`src/rtl/fetch_ifid_stage_if.sv`:
```
// Fetch-stage bus: hazard-unit stall controls, branch redirect, instruction-memory
// port and the IF/ID register outputs consumed by decode.
interface fetch_ifid_stage_if #(
    parameter int PC_W    = 8,
    parameter int INSTR_W = 16
);
    logic               inc_pc;
    logic               write_ifid;
    logic               flush;
    logic [PC_W-1:0]    redirect_pc;
    logic [PC_W-1:0]    imem_addr;
    logic [INSTR_W-1:0] imem_rdata;
    logic               imem_rdy;
    logic [INSTR_W-1:0] instr_id;
    logic [PC_W-1:0]    pc_id;
    logic [PC_W-1:0]    pc_plus1_id;
    logic               valid_id;
    logic               halted;

    // master is the fetch stage itself; slave is the surrounding pipeline and memory
    modport master (
        input  inc_pc, write_ifid, flush, redirect_pc, imem_rdata, imem_rdy,
        output imem_addr, instr_id, pc_id, pc_plus1_id, valid_id, halted
    );

    modport slave (
        output inc_pc, write_ifid, flush, redirect_pc, imem_rdata, imem_rdy,
        input  imem_addr, instr_id, pc_id, pc_plus1_id, valid_id, halted
    );
endinterface

```
`src/rtl/fetch_ifid_stage.sv`:
```
// Instruction-fetch stage: program counter, imem addressing and IF/ID register.
// Optional halt-opcode detection is enabled with `define FETCH_HALT_DETECT_EN.
module fetch_ifid_stage #(
    parameter int               PC_W        = 8,
    parameter int               INSTR_W     = 16,
    parameter logic [PC_W-1:0]  RESET_PC    = '0,
    parameter logic [3:0]       HALT_OPCODE = 4'hF
) (
    input  logic               clk,
    input  logic               rst_n,
    fetch_ifid_stage_if.master bus
);

    function automatic logic [PC_W-1:0] pc_inc(input logic [PC_W-1:0] pc);
        return pc + PC_W'(1);
    endfunction

    logic [PC_W-1:0]    pc_q, pc_d;
    logic [INSTR_W-1:0] instr_p1, instr_d;
    logic [PC_W-1:0]    pc_p1, pc_id_d;
    logic [PC_W-1:0]    pc_plus1_p1, pc_plus1_d;
    logic               vld_p1, vld_d;
    logic               running;
    logic               advance;

    assign advance = running & bus.inc_pc & bus.write_ifid & bus.imem_rdy & ~bus.flush;

`ifdef FETCH_HALT_DETECT_EN
    typedef enum logic {RUN = 1'b0, HALT = 1'b1} state_t;
    state_t state_q, state_d;
    logic   halt_hit;

    assign halt_hit = (bus.imem_rdata[INSTR_W-1 -: 4] == HALT_OPCODE);

    always_ff @(posedge clk or negedge rst_n) begin
        if (!rst_n) state_q <= RUN;
        else        state_q <= state_d;
    end

    // flush always wins; a halt fetched together with a flush never gets here
    always_comb begin
        state_d = state_q;
        case (state_q)
            RUN:  if (advance && halt_hit) state_d = HALT;
            HALT: if (bus.flush)           state_d = RUN;
            default:                       state_d = RUN;
        endcase
    end

    assign running    = (state_q == RUN);
    assign bus.halted = (state_q == HALT);
`else
    assign running    = 1'b1;
    assign bus.halted = 1'b0;
`endif

    // ---- stage 0: PC select and IF/ID next value ----
    always_comb begin
        pc_d       = pc_q;
        instr_d    = instr_p1;
        pc_id_d    = pc_p1;
        pc_plus1_d = pc_plus1_p1;
        vld_d      = vld_p1;

        if (bus.flush)    pc_d = bus.redirect_pc;
        else if (advance) pc_d = pc_inc(pc_q);

        // bubbles clear instr/valid but keep the last PC tags
        if (bus.flush) begin
            instr_d = '0;
            vld_d   = 1'b0;
        end else if (!bus.write_ifid) begin
            vld_d   = vld_p1;
        end else if (advance) begin
            instr_d    = bus.imem_rdata;
            pc_id_d    = pc_q;
            pc_plus1_d = pc_inc(pc_q);
            vld_d      = 1'b1;
        end else begin
            instr_d = '0;
            vld_d   = 1'b0;
        end
    end

    // ---- stage 1: PC and IF/ID registers ----
    always_ff @(posedge clk or negedge rst_n) begin
        if (!rst_n) begin
            pc_q        <= RESET_PC;
            instr_p1    <= '0;
            pc_p1       <= '0;
            pc_plus1_p1 <= '0;
            vld_p1      <= 1'b0;
        end else begin
            pc_q        <= pc_d;
            instr_p1    <= instr_d;
            pc_p1       <= pc_id_d;
            pc_plus1_p1 <= pc_plus1_d;
            vld_p1      <= vld_d;
        end
    end

    assign bus.imem_addr   = pc_q;
    assign bus.instr_id    = instr_p1;
    assign bus.pc_id       = pc_p1;
    assign bus.pc_plus1_id = pc_plus1_p1;
    assign bus.valid_id    = vld_p1;

endmodule

```
`src/flat_wrapper.sv`:
```
// flat-port wrapper written by rule: the top's interface ports become plain ports
module fetch_ifid_stage_flat 
#(
    parameter int               PC_W        = 8,
    parameter int               INSTR_W     = 16,
    parameter logic [PC_W-1:0]  RESET_PC    = '0,
    parameter logic [3:0]       HALT_OPCODE = 4'hF
)
  (clk, rst_n, bus_inc_pc, bus_write_ifid, bus_flush, bus_redirect_pc, bus_imem_rdata, bus_imem_rdy, bus_imem_addr, bus_instr_id, bus_pc_id, bus_pc_plus1_id, bus_valid_id, bus_halted);
  fetch_ifid_stage_if #(.PC_W(PC_W), .INSTR_W(INSTR_W)) bus_i ();
  input  logic clk;
  input  logic rst_n;
  input wire logic [$bits(bus_i.inc_pc)-1:0] bus_inc_pc;
  input wire logic [$bits(bus_i.write_ifid)-1:0] bus_write_ifid;
  input wire logic [$bits(bus_i.flush)-1:0] bus_flush;
  input wire logic [$bits(bus_i.redirect_pc)-1:0] bus_redirect_pc;
  input wire logic [$bits(bus_i.imem_rdata)-1:0] bus_imem_rdata;
  input wire logic [$bits(bus_i.imem_rdy)-1:0] bus_imem_rdy;
  output wire logic [$bits(bus_i.imem_addr)-1:0] bus_imem_addr;
  output wire logic [$bits(bus_i.instr_id)-1:0] bus_instr_id;
  output wire logic [$bits(bus_i.pc_id)-1:0] bus_pc_id;
  output wire logic [$bits(bus_i.pc_plus1_id)-1:0] bus_pc_plus1_id;
  output wire logic [$bits(bus_i.valid_id)-1:0] bus_valid_id;
  output wire logic [$bits(bus_i.halted)-1:0] bus_halted;
  assign bus_i.inc_pc = bus_inc_pc;
  assign bus_i.write_ifid = bus_write_ifid;
  assign bus_i.flush = bus_flush;
  assign bus_i.redirect_pc = bus_redirect_pc;
  assign bus_i.imem_rdata = bus_imem_rdata;
  assign bus_i.imem_rdy = bus_imem_rdy;
  assign bus_imem_addr = bus_i.imem_addr;
  assign bus_instr_id = bus_i.instr_id;
  assign bus_pc_id = bus_i.pc_id;
  assign bus_pc_plus1_id = bus_i.pc_plus1_id;
  assign bus_valid_id = bus_i.valid_id;
  assign bus_halted = bus_i.halted;
  fetch_ifid_stage #(.PC_W(PC_W), .INSTR_W(INSTR_W), .RESET_PC(RESET_PC), .HALT_OPCODE(HALT_OPCODE)) u_core (.clk(clk), .rst_n(rst_n), .bus(bus_i));
endmodule
```
`config.mk`:
```
export PLATFORM = sky130hd
export DESIGN_NAME = fetch_ifid_stage_flat
export DESIGN_NICKNAME = d
export VERILOG_FILES = /design/src/rtl/fetch_ifid_stage_if.sv /design/src/rtl/fetch_ifid_stage.sv /design/src/flat_wrapper.sv
export SDC_FILE = /design/constraint.sdc
export NUM_CORES = 1
export LEC_CHECK = 0
export ABC_AREA = 1
export CAP_MARGIN = 20
export CORE_ASPECT_RATIO = 0.5
export CORE_MARGIN = 2
export CORE_UTILIZATION = 38
export DETAILED_ROUTE_END_ITERATION = 8
export PLACE_DENSITY_LB_ADDON = 0.05
export SETUP_SLACK_MARGIN = 0.1
export SKIP_LAST_GASP = 1
export SYNTH_ARGS = -nofsm -noshare
export SYNTH_HDL_FRONTEND = slang
export SYNTH_SLANG_ARGS = --single-unit
```
`constraint.sdc`:
```
create_clock -name clk -period 1.16 [get_ports clk]
set_clock_uncertainty 0.15 [all_clocks]
set_input_delay 0.232 -clock clk [delete_from_list [all_inputs] [get_ports clk]]
set_output_delay 0.232 -clock clk [all_outputs]
set_load 0.05 [all_outputs]
```
==> impl_metrics.prom <==
# TYPE chip_impl_metric gauge
chip_impl_metric{name="post-route-util",unit="%"} 81.7
chip_impl_metric{name="final_layout_size_suffix_gt1_share",unit="%"} 48.1
chip_impl_metric{name="power.switching",unit="mW"} 1.78
chip_impl_metric{name="cellInternalPower",unit="mW"} 3.21
chip_impl_metric{name="wirelength",unit="um"} 5950
chip_impl_metric{name="syn_nets",unit=""} 234
chip_impl_metric{name="finalHoldViolCount",unit=""} 0
chip_impl_metric{name="design.die.area",unit="sq um"} 5150
chip_impl_metric{name="worst_setup_timing_slack_at_the_placement_stage",unit="ps"} -539
chip_impl_metric{name="drt_drc_violations_left",unit=""} 0
chip_impl_metric{name="finalWeightedCongestion",unit=""} 0.855
chip_impl_metric{name="mapped_avg_cell_area",unit="sq um"} 8.54
chip_impl_metric{name="core_region_area",unit="sq um"} 4400
chip_impl_metric{name="yosysSeqAreaShare",unit="%"} 59.2
chip_impl_metric{name="design.portCount",unit=""} 72
chip_impl_metric{name="die_w",unit="um"} 99.5
chip_impl_info{name="clock_tree_from_tritoncts",value="yes"} 1
chip_impl_metric{name="dp.final_hpwl",unit="um"} 3390
chip_impl_metric{name="grt_antenna_before_repair",unit=""} 0
chip_impl_info{name="status",value="complete, but fails checks"} 1
chip_impl_metric{name="netlist-cell-type-count",unit=""} 16
chip_impl_metric{name="floorplan.die.height",unit="um"} 51.8
chip_impl_metric{name="irDropWorstVdd",unit="mV"} 0.967
chip_impl_info{name="hold_path_class",value="in2reg"} 1
chip_impl_metric{name="path_clk_slew",unit="ps"} 80
chip_impl_metric{name="final_total_negative_setup_slack",unit="ps"} -6330
chip_impl_metric{name="clkPwrFrac",unit="%"} 21.1
chip_impl_metric{name="p_per_area",unit="nW/um^2"} 1390
chip_impl_metric{name="cts_made_buffers",unit=""} 5
chip_impl_metric{name="grt-ovfl-total",unit=""} 0
chip_impl_metric{name="wl_per_cell",unit="um"} 15.7
chip_impl_metric{name="critical_path_peak_fanout",unit=""} 2
chip_impl_metric{name="setup_violators_final",unit=""} 56
chip_impl_metric{name="final_period_minus_worst_setup_slack",unit="ps"} 1370
chip_impl_metric{name="fillerInstances",unit=""} 260
chip_impl_metric{name="timing.final.crit_share",unit="%"} 118
chip_impl_metric{name="core.rowCount",unit=""} 17
chip_impl_metric{name="regArea",unit="sq um"} 1030
chip_impl_metric{name="drtPass1Iterations",unit=""} 6
chip_impl_metric{name="initialDrtViolationCount",unit=""} 80
chip_impl_metric{name="ys_seq_elements",unit=""} 41
chip_impl_metric{name="hold_ws",unit="ps"} 160
chip_impl_metric{name="worst_slack",unit="ps"} -208
chip_impl_metric{name="power.static_leakage",unit="nW"} 1.79
chip_impl_metric{name="starting_density_of_the_core",unit="%"} 39.4
chip_impl_metric{name="power.switching_fraction",unit="%"} 35.6
chip_impl_metric{name="grt_pass1_wl",unit="um"} 8650
chip_impl_metric{name="multi_input_gate_area",unit="sq um"} 790
chip_impl_info{name="start_kind",value="flop"} 1
chip_impl_metric{name="grt_start_max_net_pins",unit=""} 42
chip_impl_metric{name="grt_usage",unit="%"} 22.1
chip_impl_metric{name="required_arrival_time_at_the_worst_endpoint",unit="ps"} 780
chip_impl_metric{name="first_global_vias",unit=""} 1770
chip_impl_metric{name="antenna_violating_nets_remaining",unit=""} 0
chip_impl_metric{name="layout-area-overhead-vs-synth",unit="%"} 107
chip_impl_metric{name="postSynth.asyncResetShare",unit="%"} 100
chip_impl_info{name="timing_worst_setup_path_type",value="reg2out"} 1
chip_impl_metric{name="nets",unit=""} 352
chip_impl_info{name="violations",value="negative setup slack"} 1
chip_impl_metric{name="cts.htree.levels",unit=""} 2
chip_impl_metric{name="achievable-frequency",unit="MHz"} 731
chip_impl_metric{name="synth_enable_flop_cells",unit=""} 0
chip_impl_metric{name="timing.critical_path.arrival",unit="ps"} 990
chip_impl_metric{name="cap_viol_max_count",unit=""} 0
chip_impl_metric{name="insertion_delay",unit="ps"} 300
chip_impl_info{name="worst_setup_path_end_kind",value="output pin"} 1
chip_impl_metric{name="cts_buffer_depth",unit=""} 2
chip_impl_info{name="rsz0062_at_grt",value="yes"} 1
chip_impl_metric{name="power_frac_comb",unit="%"} 43.2
chip_impl_info{name="root_buffer",value="sky130_fd_sc_hd__clkbuf_8"} 1
chip_impl_metric{name="pwr-share-seq",unit="%"} 35.8
chip_impl_metric{name="antenna-diode-count",unit=""} 0
chip_impl_metric{name="synthCells",unit=""} 203
chip_impl_metric{name="port-buffer-count",unit=""} 70
chip_impl_metric{name="synth.yosys.warnings",unit=""} 0
chip_impl_metric{name="avgViaCountPerCell",unit=""} 4.90
chip_impl_metric{name="slew_violations",unit=""} 0
chip_impl_metric{name="clock_sinks",unit=""} 41
chip_impl_metric{name="mappedNetlistArea",unit="sq um"} 1730
chip_impl_info{name="yosys_most_used_dff",value="sky130_fd_sc_hd__dfrtp_1"} 1
chip_impl_metric{name="detailroute.via_count",unit=""} 1856
critical path, stage by stage, from the launching register on:
cell,delay [ps]
sky130_fd_sc_hd__dfrtp_2,420
sky130_fd_sc_hd__buf_6,130
sky130_fd_sc_hd__buf_12,140
sequential cells by signal, indices dropped and copies added (netlist names):
signal                  count
u_core.bus.imem_addr        8
u_core.bus.instr_id        16
u_core.bus.pc_id            8
u_core.bus.pc_plus1_id      8
u_core.bus.valid_id         1
power groups by stage:
stage	Clock (mW)	Combinational [mW]	Sequential (mW)
6_report	1.05	2.15	1.78
3_5_place_dp	0	1.79	1.82
2_1_floorplan	0	0.264	2.31
4_1_cts	1.04	1.99	1.77
3_3_place_gp	0	1.77	1.81
5_1_grt	1.14	2.24	1.80
Yosys cell counts, types with 3 or more instances:
cell	instances	area share (%)
sky130_fd_sc_hd__buf_4	4	1.7
sky130_fd_sc_hd__dfrtp_1	41	59
sky130_fd_sc_hd__nand2_1	106	23
sky130_fd_sc_hd__nand3_1	13	3.8
sky130_fd_sc_hd__o21ai_2	5	2.5
sky130_fd_sc_hd__inv_1	14	3.0
sky130_fd_sc_hd__o21ai_0	6	1.7
sky130_fd_sc_hd__buf_2	3	0.87
sky130_fd_sc_hd__nor2_1	4	0.87
layer usage:
metal / vias to the layer above / GRT usage (%) / share of wire (%)
li1: 859 / - / -
met4: 0 / 5.94 / 1.7
met3: 14 / 4.97 / 6.5
met2: 82 / 38.3 / 49
met1: 901 / 28.7 / 43
met5: - / 0 / 0
cells in the final DEF (no fill, tap or decap), types with 7 or more instances in the layout:
cell type / n
sky130_fd_sc_hd__nand2_1: 87
sky130_fd_sc_hd__buf_12: 43
sky130_fd_sc_hd__dfrtp_1: 34
sky130_fd_sc_hd__buf_4: 30
sky130_fd_sc_hd__clkdlybuf4s50_1: 24
sky130_fd_sc_hd__nand2_2: 14
sky130_fd_sc_hd__buf_6: 14
sky130_fd_sc_hd__nand3_2: 10
sky130_fd_sc_hd__inv_1: 10
sky130_fd_sc_hd__o21ai_2: 8
sky130_fd_sc_hd__clkbuf_8: 7
sky130_fd_sc_hd__dfrtp_2: 7
path summary, 6_finish.rpt:
check                                   startpoint                 endpoint  slack, ps  depth (start not counted)
max in group asynchronous                    rst_n  u_core.bus.imem_addr[4]        350                          3
min in group asynchronous                    rst_n   u_core.bus.instr_id[4]        300                          3
hold / removal                           bus_flush      u_core.bus.valid_id        160                          4
setup reg to reg           u_core.bus.imem_addr[0]  u_core.bus.imem_addr[2]       -190                          6
hold reg to reg             u_core.bus.instr_id[2]   u_core.bus.instr_id[2]        400                          2
setup / recovery           u_core.bus.imem_addr[3]         bus_imem_addr[3]       -210                          2
area by class of cell:
class / count / share of cell area [%]
flip-flops and latches: 41 / 28.8
repair buffers: 117 / 42.5
clock inverters: 1 / 0.139
inverters: 14 / 1.81
well taps: 57 / 1.98
clock buffers: 7 / 2.68
repair inverters: 1 / 0.174
multi-input cells: 141 / 21.9
cell families after synthesis:
| family | after synthesis | share of synthesized area [%] |
|---|---|---|
| flip-flops | 41 | 59.2 |
| buffers and inverters | 21 | 5.63 |
| AND/OR/NAND/NOR | 126 | 29.1 |
| adder cells (fa/ha/maj) | 1 | 0.721 |
| other | 1 | 0.216 |
| AO/OA/AOI/OAI | 13 | 5.12 |
per-stage QoR:
step	instances	total power [mW]	cell area, sq um
6_report	379	4.99	3600
5_1_grt	379	5.18	3600
4_1_cts	370	4.80	3400
3_5_place_dp	337	3.60	3050
3_3_place_gp	337	3.58	3050
2_1_floorplan	203	2.57	1800
what timing repair did:
item	CTS	global route
gates resized for setup	23	44
endpoints found under the setup margin	82	80
buffers inserted	23	10
hold endpoints to repair	41	0
pin swaps	4	22
gates cloned	1	0
hold buffers	1	0
Power figures use the tool's default switching activity.
